==> src/rtl/game_pkg.sv <==
// Shared motion types and default screen/sprite geometry for the player controllers and draw modules.
package game_pkg;

  typedef enum logic [1:0] {
    IDLE,
    WALK,
    JUMP,
    FALL
  } motion_state_t;

  localparam int SCREEN_W = 1024;
  localparam int SCREEN_H = 768;
  localparam int SPRITE_W = 64;
  localparam int SPRITE_H = 64;
  localparam int CNT_W    = 24;

endpackage

==> src/rtl/motion_step_timer.sv <==
// Step-rate counter: counts 0..limit-1 while enabled, pulses step on the terminal count.
module motion_step_timer
  import game_pkg::*;
(
  input  logic             clk,
  input  logic             rst,
  input  logic             clear,
  input  logic             enable,
  input  logic [CNT_W-1:0] limit,
  output logic             step
);

  localparam logic [CNT_W-1:0] ONE = CNT_W'(1);

  logic [CNT_W-1:0] count;
  logic             at_limit;

  assign at_limit = (count == limit - ONE);
  assign step     = enable && !clear && at_limit;

  always_ff @(posedge clk) begin
    if (rst || clear) begin
      count <= '0;
    end else if (enable) begin
      count <= at_limit ? '0 : count + ONE;
    end
  end

endmodule

==> src/rtl/player_motion_ctrl.sv <==
// Player movement controller: key levels and collision flags to registered sprite coordinates.
// Optional build macro PLAYER_MOTION_EDGE_CLAMP_EN clamps x to the screen; otherwise x wraps.
module player_motion_ctrl
  import game_pkg::*;
#(
  parameter int COORD_W     = 10,
  parameter int X_SPAWN     = 500,
  parameter int Y_SPAWN     = 400,
  parameter int PLAYER_W    = SPRITE_W,
  parameter int PLAYER_H    = SPRITE_H,
  parameter int X_MIN       = 0,
  parameter int X_MAX       = SCREEN_W - 1,
  parameter int Y_FLOOR     = SCREEN_H - 1,
  parameter int JUMP_HEIGHT = 100,
  parameter int STEP_DIV    = 500_000,
  parameter int Y_DIV_START = 500_000,
  parameter int Y_DIV_DELTA = 10_000,
  parameter int Y_DIV_MIN   = 100_000
) (
  input  logic               clk,
  input  logic               rst,
  input  logic               left,
  input  logic               right,
  input  logic               jump,
  input  logic               respawn,
  input  logic               on_ground,
  input  logic               head_hit,
  output logic [COORD_W-1:0] x,
  output logic [COORD_W-1:0] y,
  output logic               airborne,
  output logic               facing
);

  localparam logic [COORD_W-1:0] X_SP   = COORD_W'(X_SPAWN);
  localparam logic [COORD_W-1:0] Y_SP   = COORD_W'(Y_SPAWN);
  localparam logic [COORD_W-1:0] Y_LIM  = COORD_W'(Y_FLOOR - PLAYER_H);
  localparam logic [COORD_W-1:0] X_LO   = COORD_W'(X_MIN);
  localparam logic [COORD_W-1:0] X_HI   = COORD_W'(X_MAX - PLAYER_W + 1);
  localparam logic [COORD_W-1:0] JUMP_H = COORD_W'(JUMP_HEIGHT);
  localparam logic [COORD_W-1:0] ONE_C  = COORD_W'(1);

  localparam logic [CNT_W-1:0] STEP_LIM  = CNT_W'(STEP_DIV);
  localparam logic [CNT_W-1:0] DIV_START = CNT_W'(Y_DIV_START);
  localparam logic [CNT_W-1:0] DIV_DELTA = CNT_W'(Y_DIV_DELTA);
  localparam logic [CNT_W-1:0] DIV_MIN   = CNT_W'(Y_DIV_MIN);

  motion_state_t      state;
  logic               jump_q;
  logic [COORD_W-1:0] y_start;
  logic [CNT_W-1:0]   ydiv;
  logic [CNT_W-1:0]   ydiv_up;
  logic [CNT_W-1:0]   ydiv_dn;
  logic [CNT_W:0]     up_sum;
  logic [COORD_W-1:0] rise;
  logic dir_valid, jump_rise, in_air, jump_end, land;
  logic x_clear, y_clear, x_step, y_step, x_block;

  assign dir_valid = left ^ right;
  assign jump_rise = jump & ~jump_q;
  assign in_air    = (state == JUMP) || (state == FALL);
  // Unsigned distance climbed so far; never formed as y_start - JUMP_HEIGHT, which could underflow.
  assign rise      = y_start - y;
  assign jump_end  = (rise >= JUMP_H) || head_hit || (y == '0);
  assign land      = on_ground || (y >= Y_LIM);

  assign x_clear = respawn || (state == IDLE) || !dir_valid;
  assign y_clear = respawn || !in_air || ((state == JUMP) && jump_end) || ((state == FALL) && land);

  assign up_sum  = {1'b0, ydiv} + {1'b0, DIV_DELTA};
  assign ydiv_up = up_sum[CNT_W] ? '1 : up_sum[CNT_W-1:0];
  assign ydiv_dn = ({1'b0, ydiv} >= ({1'b0, DIV_MIN} + {1'b0, DIV_DELTA})) ? ydiv - DIV_DELTA : DIV_MIN;

`ifdef PLAYER_MOTION_EDGE_CLAMP_EN
  assign x_block = (right && (x == X_HI)) || (left && (x == X_LO));
`else
  // Edge limits are only consumed when clamping is built in.
  logic unused_clamp;
  assign unused_clamp = ^{X_LO, X_HI};
  assign x_block      = 1'b0;
`endif

  motion_step_timer u_x_timer (
    .clk    (clk),
    .rst    (rst),
    .clear  (x_clear),
    .enable (1'b1),
    .limit  (STEP_LIM),
    .step   (x_step)
  );

  motion_step_timer u_y_timer (
    .clk    (clk),
    .rst    (rst),
    .clear  (y_clear),
    .enable (in_air),
    .limit  (ydiv),
    .step   (y_step)
  );

  always_ff @(posedge clk) begin
    if (rst) begin
      state    <= IDLE;
      x        <= X_SP;
      y        <= Y_SP;
      y_start  <= Y_SP;
      ydiv     <= DIV_START;
      facing   <= 1'b0;
      airborne <= 1'b0;
      jump_q   <= 1'b0;
    end else begin
      jump_q <= jump;
      if (dir_valid) facing <= left;
      if (respawn) begin
        state    <= IDLE;
        x        <= X_SP;
        y        <= Y_SP;
        ydiv     <= DIV_START;
        airborne <= 1'b0;
      end else begin
        if (x_step && !x_block) x <= right ? x + ONE_C : x - ONE_C;
        unique case (state)
          IDLE, WALK: begin
            if (jump_rise && on_ground) begin
              state    <= JUMP;
              airborne <= 1'b1;
              y_start  <= y;
              ydiv     <= DIV_START;
            end else if (!on_ground) begin
              state    <= FALL;
              airborne <= 1'b1;
              ydiv     <= DIV_START;
            end else begin
              state <= dir_valid ? WALK : IDLE;
            end
          end
          // ydiv is carried into FALL so the descent mirrors the ascent.
          JUMP: begin
            if (jump_end) begin
              state <= FALL;
            end else if (y_step) begin
              y    <= y - ONE_C;
              ydiv <= ydiv_up;
            end
          end
          FALL: begin
            if (land) begin
              state    <= IDLE;
              airborne <= 1'b0;
              if (y > Y_LIM) y <= Y_LIM;
            end else if (y_step) begin
              y    <= y + ONE_C;
              ydiv <= ydiv_dn;
            end
          end
          default: state <= IDLE;
        endcase
      end
    end
  end

endmodule

==> config.mk <==
export PLATFORM = sky130hd
export DESIGN_NAME = player_motion_ctrl
export DESIGN_NICKNAME = d
export VERILOG_FILES = /design/src/rtl/game_pkg.sv /design/src/rtl/motion_step_timer.sv /design/src/rtl/player_motion_ctrl.sv
export SDC_FILE = /design/constraint.sdc
export NUM_CORES = 1
export LEC_CHECK = 0
export CAP_MARGIN = 20
export CORE_ASPECT_RATIO = 0.9
export CORE_MARGIN = 2
export CORE_UTILIZATION = 44
export CTS_BUF_LIST = sky130_fd_sc_hd__clkbuf_8
export CTS_CLUSTER_SIZE = 30
export DETAILED_ROUTE_END_ITERATION = 8
export PLACE_DENSITY_LB_ADDON = 0.2
export SLEW_MARGIN = 20
export SYNTH_ARGS = -nofsm -noshare
export SYNTH_HDL_FRONTEND = slang
export SYNTH_SLANG_ARGS = --single-unit
==> constraint.sdc <==
create_clock -name clk -period 7.9 [get_ports clk]
set_clock_uncertainty 0.05 [all_clocks]
set_input_delay 1.58 -clock clk [delete_from_list [all_inputs] [get_ports clk]]
set_output_delay 1.58 -clock clk [all_outputs]
set_load 0.05 [all_outputs]
Word level (Yosys, flattened, before mapping)
Index checks and enable logic that the tools add are counted.
- flip-flop bits (word level): 107
- latch bits: 0
- bits in writable memories: 0
- bits in read-only memories: 0
- input bits: 8
- output and inout bits: 22
- logic and storage cells: 102
- memories kept: 0
- add/sub/neg operators: 10
- $mul: 0
- div/mod/pow operators: 0
- magnitude comparators: 4
- eq/ne operators: 14
- shift operators: 0
- mux-type cells: 27
- bitwise logic cells: 4
- reductions and logical operators: 33
- operators with widths (cell ; count):
    $mux W24 ; 9
    $pmux W24 S3 ; 1
    $mux W10 ; 6
    $add A24 B1 Y24 const B ; 2
    $add A24 B14 Y25 const B ; 1
    $eq A24 B19 Y1 const B ; 1
    $eq A24 B24 Y1 ; 1
    $ge A24 B17 Y1 const B ; 1
    $sub A24 B1 Y24 const B ; 1
    $sub A24 B14 Y24 const B ; 1
    $add A10 B1 Y10 const B ; 2
    $pmux W10 S2 ; 1
    $sub A10 B1 Y10 const B ; 2
    $logic_or A1 B1 Y1 ; 11
    $ge A10 B10 Y1 const B ; 1
    $ge A10 B7 Y1 const B ; 1
    $gt A10 B10 Y1 const B ; 1
    $logic_not A10 Y1 ; 1
    $reduce_and A5 Y1 ; 2
    $sub A10 B10 Y10 ; 1
    $mux W2 ; 4
    $ne A2 B2 Y1 const B ; 4
    $logic_and A1 B1 Y1 ; 6
    $ne A3 B2 Y1 const B ; 2
    16 further kinds ; 29

Logic depth before layout (Yosys ltp)
Gate-level depths: netlist of run 1.
- depth in word-level cells: 13
- gate-level depth with buffers: 15
- gate-level depth less buffers: 13

Hierarchy
From an unflattened synthesis of run 1, not the netlist that was laid out.
- cells, all modules: 1094
- area total of the unflattened synthesis: 8604.5 um^2
- by module, submodules not included (module ; instances ; cells an instance ; area an instance (um^2) ; seq. area each (um^2)):
    player_motion_ctrl ; 1 ; 588 ; 4366.7 ; 1121.1
    motion_step_timer at u_x_timer ; 1 ; 253 ; 2128.3 ; 480.5
    motion_step_timer at u_y_timer ; 1 ; 253 ; 2109.5 ; 480.5

Worst setup path before layout of run 1
OpenSTA, ideal clock, no wires.
- kind: flip-flop to flip-flop
- start point: register y[3]
- end point: register u_y_timer.count[10]
- library setup time: 64 ps
- data arrival time: 3518 ps
- required time: 7786 ps
- path slack: 4268 ps
- cell stages (with the launch flop): 15
- path buffers: 3
- period minus slack after synthesis: 3632 ps
- path through: dfxtp_1 clkbuf_1 inv_1 ha_1 and3_1 o21ai_0 a31oi_1 a211o_1 xnor2_1 nor3_2 nor2_1 or4b_1 clkbuf_1 buf_2 nor2_1
- longest elaborated chain between the ends: 8
- elaborated cells on any way between the ends: 12
- those cells by class: add/sub (1); order compare (2); reduce/logical (9)
- RTL lines (item ; RTL line ; text):
    start: declaration ; player_motion_ctrl.sv:29 ; output logic [COORD_W-1:0] y,
    start signal: assignment ; player_motion_ctrl.sv:141 ; y <= y - ONE_C;
    start signal: assignment ; player_motion_ctrl.sv:151 ; y <= y + ONE_C;
    $sub A10 B10 Y10 ; player_motion_ctrl.sv:62 ; assign rise = y_start - y;
    $ge A10 B7 Y1 ; player_motion_ctrl.sv:63 ; assign jump_end = (rise >= JUMP_H) || head_hit || (y == '0);
    $logic_or A1 B1 Y1 (2 in series) ; player_motion_ctrl.sv:63 ;
    $logic_and A1 B1 Y1 ; player_motion_ctrl.sv:67 ; assign y_clear = respawn || !in_air || ((state == JUMP) && jump_end) || ((state == FALL) && land);
    $logic_or A1 B1 Y1 ; player_motion_ctrl.sv:67 ;
    $logic_or A1 B1 Y1 (*) ; player_motion_ctrl.sv:67 ;
    $logic_or A1 B1 Y1 (*) ; motion_step_timer.sv:22 ; if (rst || clear) begin
    end signal: assignment ; motion_step_timer.sv:25 ; count <= at_limit ? '0 : count + ONE;
    end: declaration ; motion_step_timer.sv:15 ; logic [CNT_W-1:0] count;
Mark *: on every way between the ends. The rest lies on a longest branch, timed or not.
A chain may end at the register's enable or synchronous reset.

Worst setup path after layout of run 1
- start point: register ydiv[2]
- end point: register ydiv[13]
- longest elaborated chain between the ends: 5
- elaborated cells on any way between the ends: 16
- those cells by class: add/sub (3); order compare (1); eq/ne (3); mux (7); reduce/logical (2)
- RTL lines (item ; RTL line ; text):
    start: declaration ; player_motion_ctrl.sv:50 ; logic [CNT_W-1:0] ydiv;
    start signal: assignment ; player_motion_ctrl.sv:142 ; ydiv <= ydiv_up;
    start signal: assignment ; player_motion_ctrl.sv:152 ; ydiv <= ydiv_dn;
    $sub A24 B1 Y24, or another cell as far along ; motion_step_timer.sv:18 ; assign at_limit = (count == limit - ONE);
    $eq A24 B24 Y1, or another cell as far along ; motion_step_timer.sv:18 ;
    $logic_and A1 B1 Y1, or another cell as far along ; motion_step_timer.sv:19 ; assign step = enable && !clear && at_limit;
    $ne A2 B1 Y1 (no line), or another cell as far along ; -- ;
    $reduce_and A5 Y1 (no line) / $pmux W24 S3 (equally long branches) ; -- ;
Several ways; a longest one is shown, not always the timed one. The select of a mux whose other input is x is not followed.

==> flow_summary.yaml, run 1 <==
run_status:
  outcome: "complete, no violations"
min_path:
  hold_start: "u_x_timer.count[0]"
  min_to: "u_x_timer.count[0]"
  hp-class: "register to register"
  min_path_cells: 1
place:
  post-place-ws_ns: 3.50
  place_congestion: 0.870
  dp_hpwl_mm: 13.1
  portBuffers: 29
worst_setup_path:
  crit_arrival_ns: 4.57
  crit_required_ns: 8.14
  r2r_start: "ydiv[2]"
  cp-start-kind: "register"
  critical_path_class: "register to register"
  regToRegSetupSlack_ns: 3.57
  rr_endpoint: "ydiv[13]"
  path_max_fanout: 26
  cp-end-kind: "register"
  ff2ff_path_depth: 12
floorplan:
  die_y_um: 127
  core_um2: 16200
  die_area_um2: 17800
  ios: 30
  fp.dieW_um: 140
  core.rowCount: 44
  start_util_pct: 45.4
clocking:
  htreeDepth: 3
  clkLatencyLatePin_ns: 0.40
  cts-buffers-inserted: 9
  cts_tree: "done"
  postCtsHoldBufs: 0
  cts_sinks: 104
  cts-root-buf: "clkbuf_8"
  clockBufferDepth: 2
  postCtsResizedCells: 0
  clk_pin_slew_ns: 0.11
  cts_setup_buffers: 0
final_layout:
  layout_common_cells: "nor2_1 (110), dfxtp_1 (104), nand2_1 (80)"
  areaGrowthSynthToFinish_pct: 7.06
  insertedDiodeCount: 0
  drive_gt1_share_pct: 6.14
  multiInputGateArea_um2: 4900
  seqCellArea_um2: 2080
  nNetsFinal: 961
  fillers: 1576
  layout_commonest_cell: "nor2_1"
drt:
  dr.pass1.iters: 7
  vias: 6647
  drt_wl_total_mm: 18.5
  wire_per_inst_um: 16.3
  viasPerCell: 5.86
  ant_nets: 0
  drcViolationCount: 0
  drt-initial-drc-count: 678
synth:
  synth_xor_area_share_pct: 10.8
  ys_ff_latch: 104
  ys_seq_area_share_pct: 28.2
  yosys_warnings: 0
  synth_async_sr_flop_share_pct: 0
  synth_fa_ha_area_share_pct: 5.13
  syn_inst: 940
  syn_avg_cell_area_um2: 7.84
  synth_compound_area_share_pct: 20.5
  synth.area.mux_share_pct: 2.10
  syn-num-nets: 977
  synth_top_family_by_area: "simple AND/OR/NAND/NOR gates"
  synthSimpleGateAreaFrac_pct: 27.8
  synth_edf_count: 0
  netlist_area_um2: 7370
  synth_cell_types: 87
  yosys_most_used_dff: "dfxtp_1"
timing:
  timing.final.ws_setup_ns: 3.57
  post-route-period-util_pct: 54.8
  finalSetupViolCount: 0
  min_period_ns: 4.33
  final_max_slew_viol_count: 0
  fmax_mhz: 231
  rsz0062_at_grt: "false"
  hold_viol: 0
  slew-limit-headroom_pct: 41.3
  tns_ns: 0
  tightest_slew_ns: 0.880
power_and_ir_drop:
  power.share.clock_pct: 37.6
  internal_power_w: 0.000743
  p_seq_share_pct: 52.7
  swShare_pct: 26.9
  ir_drop_mv: 0.0813
  p_per_area_nw_per_um2: 129
  comb_power_share_pct: 9.7
  power.switching_w: 0.000274
  p_leak_nw: 2.70
grt:
  grt.total_usage_pct: 21.0
  grt_pass1_wl_mm: 30.7
  antenna_found_initial: 0
  grt.overflow.total: 0
  grt_pass1_vias: 5931
  grt_max_degree: 35
flow_run:
  cap_viol_max_count: 0
==> synth_stat cells (all sizes together), types with 5 or more instances <==
master  instances  area [µm²]
nor2          110         413
dfxtp         104        2080
nand2          81         307
a21oi          56         303
o21ai          51         263
xor2           51         447
xnor2          40         350
nand3          39         200
clkbuf         37         139
nor3           31         196
inv            30         113
ha             27         338
and3           23         144
buf            23         146
nand4          21         138
a31oi          12        75.1
nand2b         12        75.1
nor4           12         105
mux2i          11         110
o21a           10        75.1
a211oi          9        82.6
nor2b           9        56.3
o211ai          9        72.6
nor3b           8        76.3
nor4b           7        67.6
o221ai          7        61.3
o311ai          7        61.3
or3             7        43.8
and2            6        37.5
a211o           5        43.8
and4            5        43.8
o22ai           5        31.3
or2             5        31.3
==> layout make-up <==
class	instances	area share, %
Clock buffer	9	1.57
Clock inverter	6	1.16
Multi-Input combinational cell	746	62.1
Sequential cell	104	26.4
Tap cell	207	3.28
Timing Repair Buffer	33	4.06
Inverter	30	1.43
==> metal layers <==
metal	global-route usage, %	up-vias	part of all wire [%]
li1	-	3337	-
met1	30.4	3097	50
met2	31.5	177	43
met3	4.00	36	5.2
met4	6.30	0	2.1
met5	0	-	0
==> stage by stage <==
stage	util (%)	hold slack [ns]	cells	cell area, µm²	power, W
floorplan	-	0.380	940	7370	0.000621
global placement	47.2	0.394	1120	7670	0.000644
detailed placement	47.2	0.401	1120	7670	0.000644
CTS	48.6	0.427	1135	7890	0.00102
global route	48.6	0.446	1135	7890	0.00106
finish	48.6	0.421	1135	7890	0.00102
==> cells by family after synthesis <==
logic type | after synthesis
AO/OA/AOI/OAI | 222
XOR/XNOR | 91
adder cells (fa/ha/maj) | 29
buffers and inverters | 90
flip-flops | 104
multiplexers | 14
AND/OR/NAND/NOR | 390
==> state kept, by name (all words and copies together) (netlist names) <==
name,count
u_x_timer.count,24
u_y_timer.count,24
ydiv,21
x,10
y,10
y_start,10
state,2
airborne,1
facing,1
jump_q,1
==> critical path: stages, from the launching register on <==
cell     delay (ns)
dfxtp_1        0.57
inv_1          0.27
ha_1           0.24
nor3b_2        0.34
nand3_1        0.23
nor4_1         0.34
xnor2_1        0.19
nand3_2        0.14
nor4_4         0.49
o21ai_2        0.15
a21oi_4        0.70
o21ai_1        0.16
a221o_1        0.32
==> power by group through the flow <==
stage / Sequential (W) / Combinational, W / Clock, W
after floorplan: 0.000544 / 0.0000763 / 0
after global placement: 0.000548 / 0.0000962 / 0
after detailed placement: 0.000548 / 0.0000965 / 0
after CTS: 0.000536 / 0.0000970 / 0.000391
after global routing: 0.000537 / 0.000108 / 0.000417
final: 0.000536 / 0.0000981 / 0.000383
==> how the worst max path moves through the flow <==
stage	from	endpoint	slack, ns	cells past startpoint
final	ydiv[2]	ydiv[13]	3.57	12
after global routing	ydiv[2]	ydiv[13]	3.23	12
after CTS	ydiv[2]	ydiv[13]	3.67	12
after detailed placement	rst	u_y_timer.count[4]	3.50	4
after global placement	rst	u_y_timer.count[22]	3.57	4
after floorplan	y[3]	u_y_timer.count[10]	4.27	14
Note: power is estimated with default switching activity, not from simulation.
==> run 2, diff against run 1 <==
Clock period 7.9 ns to 4.4 ns, I/O delays scaled along.
==> run 2 against run 1 <==
Net effect:
- count of clock-buffer cells in the layout did not move
- final area up 1.6%
- setup slack worse by 3.0 ns
- sequential power is 79% higher
- combinational power increased by 90%
- critical path depth fell by 1
- global-route usage up 0.68 points
- first-iteration DRC count is 4.1% lower
- critical path type unchanged
- cell count is 1.8% higher
- core utilization grew 0.77 points
- clock power rose by 69%
- sequential share of layout area fell by 0.41 points
==> flow_summary.yaml, run 2 (synthesis gave the netlist of run 1 again) <==
worst_setup_path:
  crit_required_ns: 4.67
  cpPeakStageDelay_ns: 0.95
  cp-end-kind: "register"
  crit_arrival_ns: 4.09
  cp_num_buf_inv: 1
  cp_slowest_cell: "or4b_1"
  regToRegSetupSlack_ns: 0.59
  path_delay_family: "simple AND/OR/NAND/NOR gates"
  crit_top_cell: "nor2_1"
  cp-start-kind: "register"
  critical_path_class: "register to register"
  path_max_fanout: 24
  crit_chain: "inv_1 -> ha_1 -> nor2b_1 -> o2111ai_1 -> a31oi_1 -> a211o_1 -> xnor2_1 -> nor3_2 -> nor2_1 -> or4b_1 -> nor2_1"
clocking:
  cts_setup_buffers: 0
  cts_sinks: 104
  clkLatencyLatePin_ns: 0.40
  htreeDepth: 3
  clockBufferDepth: 2
  cts-root-buf: "clkbuf_8"
  postCtsHoldBufs: 0
  postCtsResizedCells: 0
  cts-buffers-inserted: 9
  cts_tree: "done"
  clk_pin_slew_ns: 0.11
grt:
  grt_pass1_vias: 6114
  grt.overflow.total: 0
  grt_max_degree: 33
  grt_pass1_wl_mm: 31.5
  grt.total_usage_pct: 21.6
  antenna_found_initial: 0
place:
  dp_hpwl_mm: 13.7
  postPlaceCellArea_um2: 7810
  place_congestion: 0.888
  portBuffers: 29
final_layout:
  areaGrowthSynthToFinish_pct: 8.76
  nNetsFinal: 980
  fillers: 1606
  layout_common_cells: "nor2_1 (110), dfxtp_1 (104), nand2_1 (80)"
  utilization_pct: 49.4
  stdcell_area_um2: 8020
  reg_top3: "u_x_timer.count x24, u_y_timer.count x24, ydiv x21"
  drive_gt1_share_pct: 8.12
  insertedDiodeCount: 0
  layout_commonest_cell: "nor2_1"
timing:
  post-route-period-util_pct: 86.7
  hold_viol: 0
  tightest_slew_ns: 0.876
  slew-limit-headroom_pct: 41.6
  tns_ns: 0
  rsz0062_at_grt: "false"
  final_max_slew_viol_count: 0
  min_period_ns: 3.81
  finalSetupViolCount: 0
  fmax_mhz: 262
power_and_ir_drop:
  p_per_area_nw_per_um2: 224
  p_leak_nw: 2.77
  ir_drop_mv: 0.128
floorplan:
  die_y_um: 127
  ios: 30
  core.rowCount: 44
  fp.dieW_um: 140
  core_um2: 16200
  die_area_um2: 17800
  start_util_pct: 45.4
min_path:
  hp-class: "register to register"
drt:
  viasPerCell: 5.86
  dr.pass1.iters: 5
  wire_per_inst_um: 16.4
  drcViolationCount: 0
  vias: 6766
  drt-initial-drc-count: 650
  ant_nets: 0
  drt_wl_total_mm: 19.0
run_status:
  outcome: "complete, no violations"
flow_run:
  cap_viol_max_count: 0
## run 2: changes by cell type in the layout (fill, tap and decap cells not counted)
cell        change
nor3_4          -1
bufinv_16       -1
inv_8           +2
nor3_2          +1
buf_4          +19
clkinvlp_4      +3
inv_6           -3
## run 2: area by class of cell
type | instances | area [µm²] | area share (%)
Tap cell | 207 | 259 | 3.23
Clock buffer | 9 | 124 | 1.55
Multi-Input combinational cell | 746 | 4900 | 61.1
Sequential cell | 104 | 2080 | 26.0
Clock inverter | 7 | 80.1 | 0.999
Inverter | 30 | 113 | 1.40
Timing Repair Buffer | 52 | 463 | 5.77
## run 2: worst reg2reg max path, delay by kind of cell, from the launching register on
kind,cells,cell delay [ns]
flip-flops,1,0.50
AND/OR/NAND/NOR,5,1.85
XOR/XNOR,1,0.16
buffers and inverters,1,0.20
AO/OA/AOI/OAI,3,0.68
adder cells (fa/ha/maj),1,0.32
## run 2: worst paths after layout
path / startpoint / endpoint / cells after the start
max: y[1] / u_y_timer.count[4] / 11
min: u_x_timer.count[0] / u_x_timer.count[0] / 1
min reg2reg: u_x_timer.count[0] / u_x_timer.count[0] / 1
max reg2reg: y[1] / u_y_timer.count[4] / 11
## run 2: report_power, final
part           internal, W  switching, W
sequential        0.000948     0.0000128
combinational    0.0000689      0.000117
clock             0.000270      0.000379
total              0.00129      0.000509
## run 2: metrics by stage
| step | hold slack (ns) | total power, W | setup slack (ns) | std cells |
|---|---|---|---|---|
| after global routing | 0.446 | 0.00186 | 0.294 | 1155 |
| after CTS | 0.430 | 0.00181 | 0.553 | 1155 |
| final | 0.427 | 0.00180 | 0.585 | 1155 |
| after detailed placement | 0.404 | 0.00117 | 0.608 | 1139 |
| after global placement | 0.396 | 0.00117 | 0.730 | 1139 |
| after floorplan | 0.380 | 0.00111 | 0.768 | 940 |
## run 2: metal layers
metal / GRT usage, % / wire, µm / vias to the layer above
li1: - / - / 3385
met1: 31.7 / 9400 / 3162
met2: 32.4 / 8220 / 201
met3: 3.85 / 1050 / 18
met4: 6.42 / 281 / 0
met5: 0 / 0 / -
==> run 3, diff against run 2 <==
Settings changed: RECOVER_POWER set to 50.
==> run 3 against run 2 <==
Net effect:
- register-to-register slack about the same
- combinational power about the same
- final area decreased by 0.20%
- the run now ends with capacitance limit, slew limit left
- routed wire length decreased by 0.14%
- via count increased by 0.19%
- critical path type is now input pin to register
- setup slack got worse by 0.11 ns
- flip-flop and latch count unchanged
==> flow_summary.yaml, run 3 (synthesis gave the netlist of run 1 again) <==
place:
  place_congestion: 0.888
  dp_hpwl_mm: 13.7
  dp_cells: 1139
  portBuffers: 29
final_layout:
  layout_commonest_cell: "nor2_1"
  reg_top3: "u_x_timer.count x24, u_y_timer.count x24, ydiv x21"
  nNetsFinal: 980
  fillers: 1610
  areaGrowthSynthToFinish_pct: 8.54
  drive_gt1_share_pct: 7.70
  instances_no_fill: 1155
  utilization_pct: 49.3
  layout_common_cells: "nor2_1 (110), dfxtp_1 (104), nand2_1 (80)"
  insertedDiodeCount: 0
power_and_ir_drop:
  p_seq_share_pct: 53.6
  ir_drop_mv: 0.126
  power.switching_w: 0.000506
  comb_power_share_pct: 10.3
  swShare_pct: 28.2
  power.share.clock_pct: 36.1
  p_per_area_nw_per_um2: 224
  internal_power_w: 0.00129
  p_leak_nw: 2.78
worst_setup_path:
  critical_path_class: "input pin to register"
  cp_slowest_cell: "clkbuf_1"
  cp_num_buf_inv: 3
  cp-end-kind: "register"
  cpPeakStageDelay_ns: 1.36
  crit_required_ns: 4.64
  path_max_fanout: 32
  cp-start-kind: "input pin"
  crit_arrival_ns: 4.17
  crit_chain: "dlygate4sd3_1 -> clkbuf_1 -> or2_2 -> clkbuf_1 -> or4_1 -> nor2_1 -> o21bai_1 -> nand3_1"
  crit_top_cell: "clkbuf_1"
  path_delay_family: "buffers and inverters"
timing:
  fmax_mhz: 255
  finalSetupViolCount: 0
  min_period_ns: 3.93
  post-route-period-util_pct: 89.2
  tightest_slew_ns: 1.87
  slew-limit-headroom_pct: -24.9
  rsz0062_at_grt: "false"
  hold_viol: 0
  tns_ns: 0
  final_max_slew_viol_count: 33
grt:
  grt_pass1_wl_mm: 31.5
  grt_pass1_vias: 6114
  grt.total_usage_pct: 21.6
  grt_max_degree: 33
  antenna_found_initial: 0
  grt.overflow.total: 0
floorplan:
  die_area_um2: 17800
  ios: 30
  die_y_um: 127
  fp.dieW_um: 140
  core.rowCount: 44
  core_um2: 16200
  start_util_pct: 45.4
drt:
  drt_wl_total_mm: 18.9
  drcViolationCount: 0
  viasPerCell: 5.87
  drt-initial-drc-count: 688
  ant_nets: 0
  dr.pass1.iters: 5
  vias: 6779
  wire_per_inst_um: 16.4
clocking:
  postCtsResizedCells: 0
  cts-root-buf: "clkbuf_8"
  postCtsHoldBufs: 0
  cts_tree: "done"
  cts-buffers-inserted: 9
  clk_pin_slew_ns: 0.11
  htreeDepth: 3
  cts_sinks: 104
  clockBufferDepth: 2
  clkLatencyLatePin_ns: 0.39
  cts_setup_buffers: 0
min_path:
  hp-class: "register to register"
run_status:
  violations: "capacitance limit, slew limit"
  outcome: "complete, but fails checks"
flow_run:
  cap_viol_max_count: 1
## run 3: changes by cell type in the layout (fill, tap and decap cells not counted), sizes merged
cell / delta
clkdlybuf4s50: -23
dlygate4sd3: +23
buf: -3
clkbuf: +3
## run 3: final cells by class
type | instances | area, µm² | area share [%]
multi-input combinational | 746 | 4890 | 61.1
sequential | 104 | 2080 | 26.0
timing repair buffer | 52 | 452 | 5.65
tap | 207 | 259 | 3.24
clock buffer | 9 | 124 | 1.55
inverter | 30 | 113 | 1.41
clock inverter | 7 | 80.1 | 1.00
## run 3: path summary, 6_finish.rpt
kind | start | cells past startpoint | slack [ns] | endpoint
worst max-delay path | rst | 8 | 0.47 | x[9]
worst min-delay path | u_x_timer.count[0] | 1 | 0.43 | u_x_timer.count[0]
worst max register to register | y[1] | 11 | 0.60 | u_y_timer.count[4]
worst min register to register | u_x_timer.count[0] | 1 | 0.43 | u_x_timer.count[0]
## run 3: worst register-to-register path, cell delays in order (launching register included)
cell and delay, ns:
dfxtp_1 0.50, inv_1 0.19, ha_1 0.32, nor2b_1 0.16, o2111ai_1 0.26, a31oi_1 0.13
a211o_1 0.29, xnor2_1 0.16, nor3_2 0.40, nor2_1 0.10, or4b_1 0.95, nor2_1 0.23
## run 3: power by group through the flow
stage | clock [W] | sequential (W) | combinational, W
after floorplan | 0 | 0.000978 | 0.000137
after global placement | 0 | 0.000982 | 0.000183
after detailed placement | 0 | 0.000982 | 0.000183
after CTS | 0.000665 | 0.000960 | 0.000184
after global routing | 0.000696 | 0.000962 | 0.000202
final | 0.000647 | 0.000961 | 0.000184
## run 3: per-layer routing
metal,part of all wire [%],vias to the layer above,global-route usage (%)
met5,0,-,0
li1,-,3385,-
met4,1.6,0,6.42
met2,43,235,32.4
met1,49,3140,31.7
met3,6.1,19,3.85
## run 3: metrics by stage
stage | setup WS [ns] | total power (W) | hold WS (ns) | instance area (µm²)
after CTS | 0.553 | 0.00181 | 0.430 | 8020
after global routing | 0.231 | 0.00186 | 0.446 | 8000
final | 0.474 | 0.00179 | 0.428 | 8000
after floorplan | 0.768 | 0.00111 | 0.380 | 7370
after global placement | 0.730 | 0.00117 | 0.396 | 7810
after detailed placement | 0.608 | 0.00117 | 0.404 | 7810
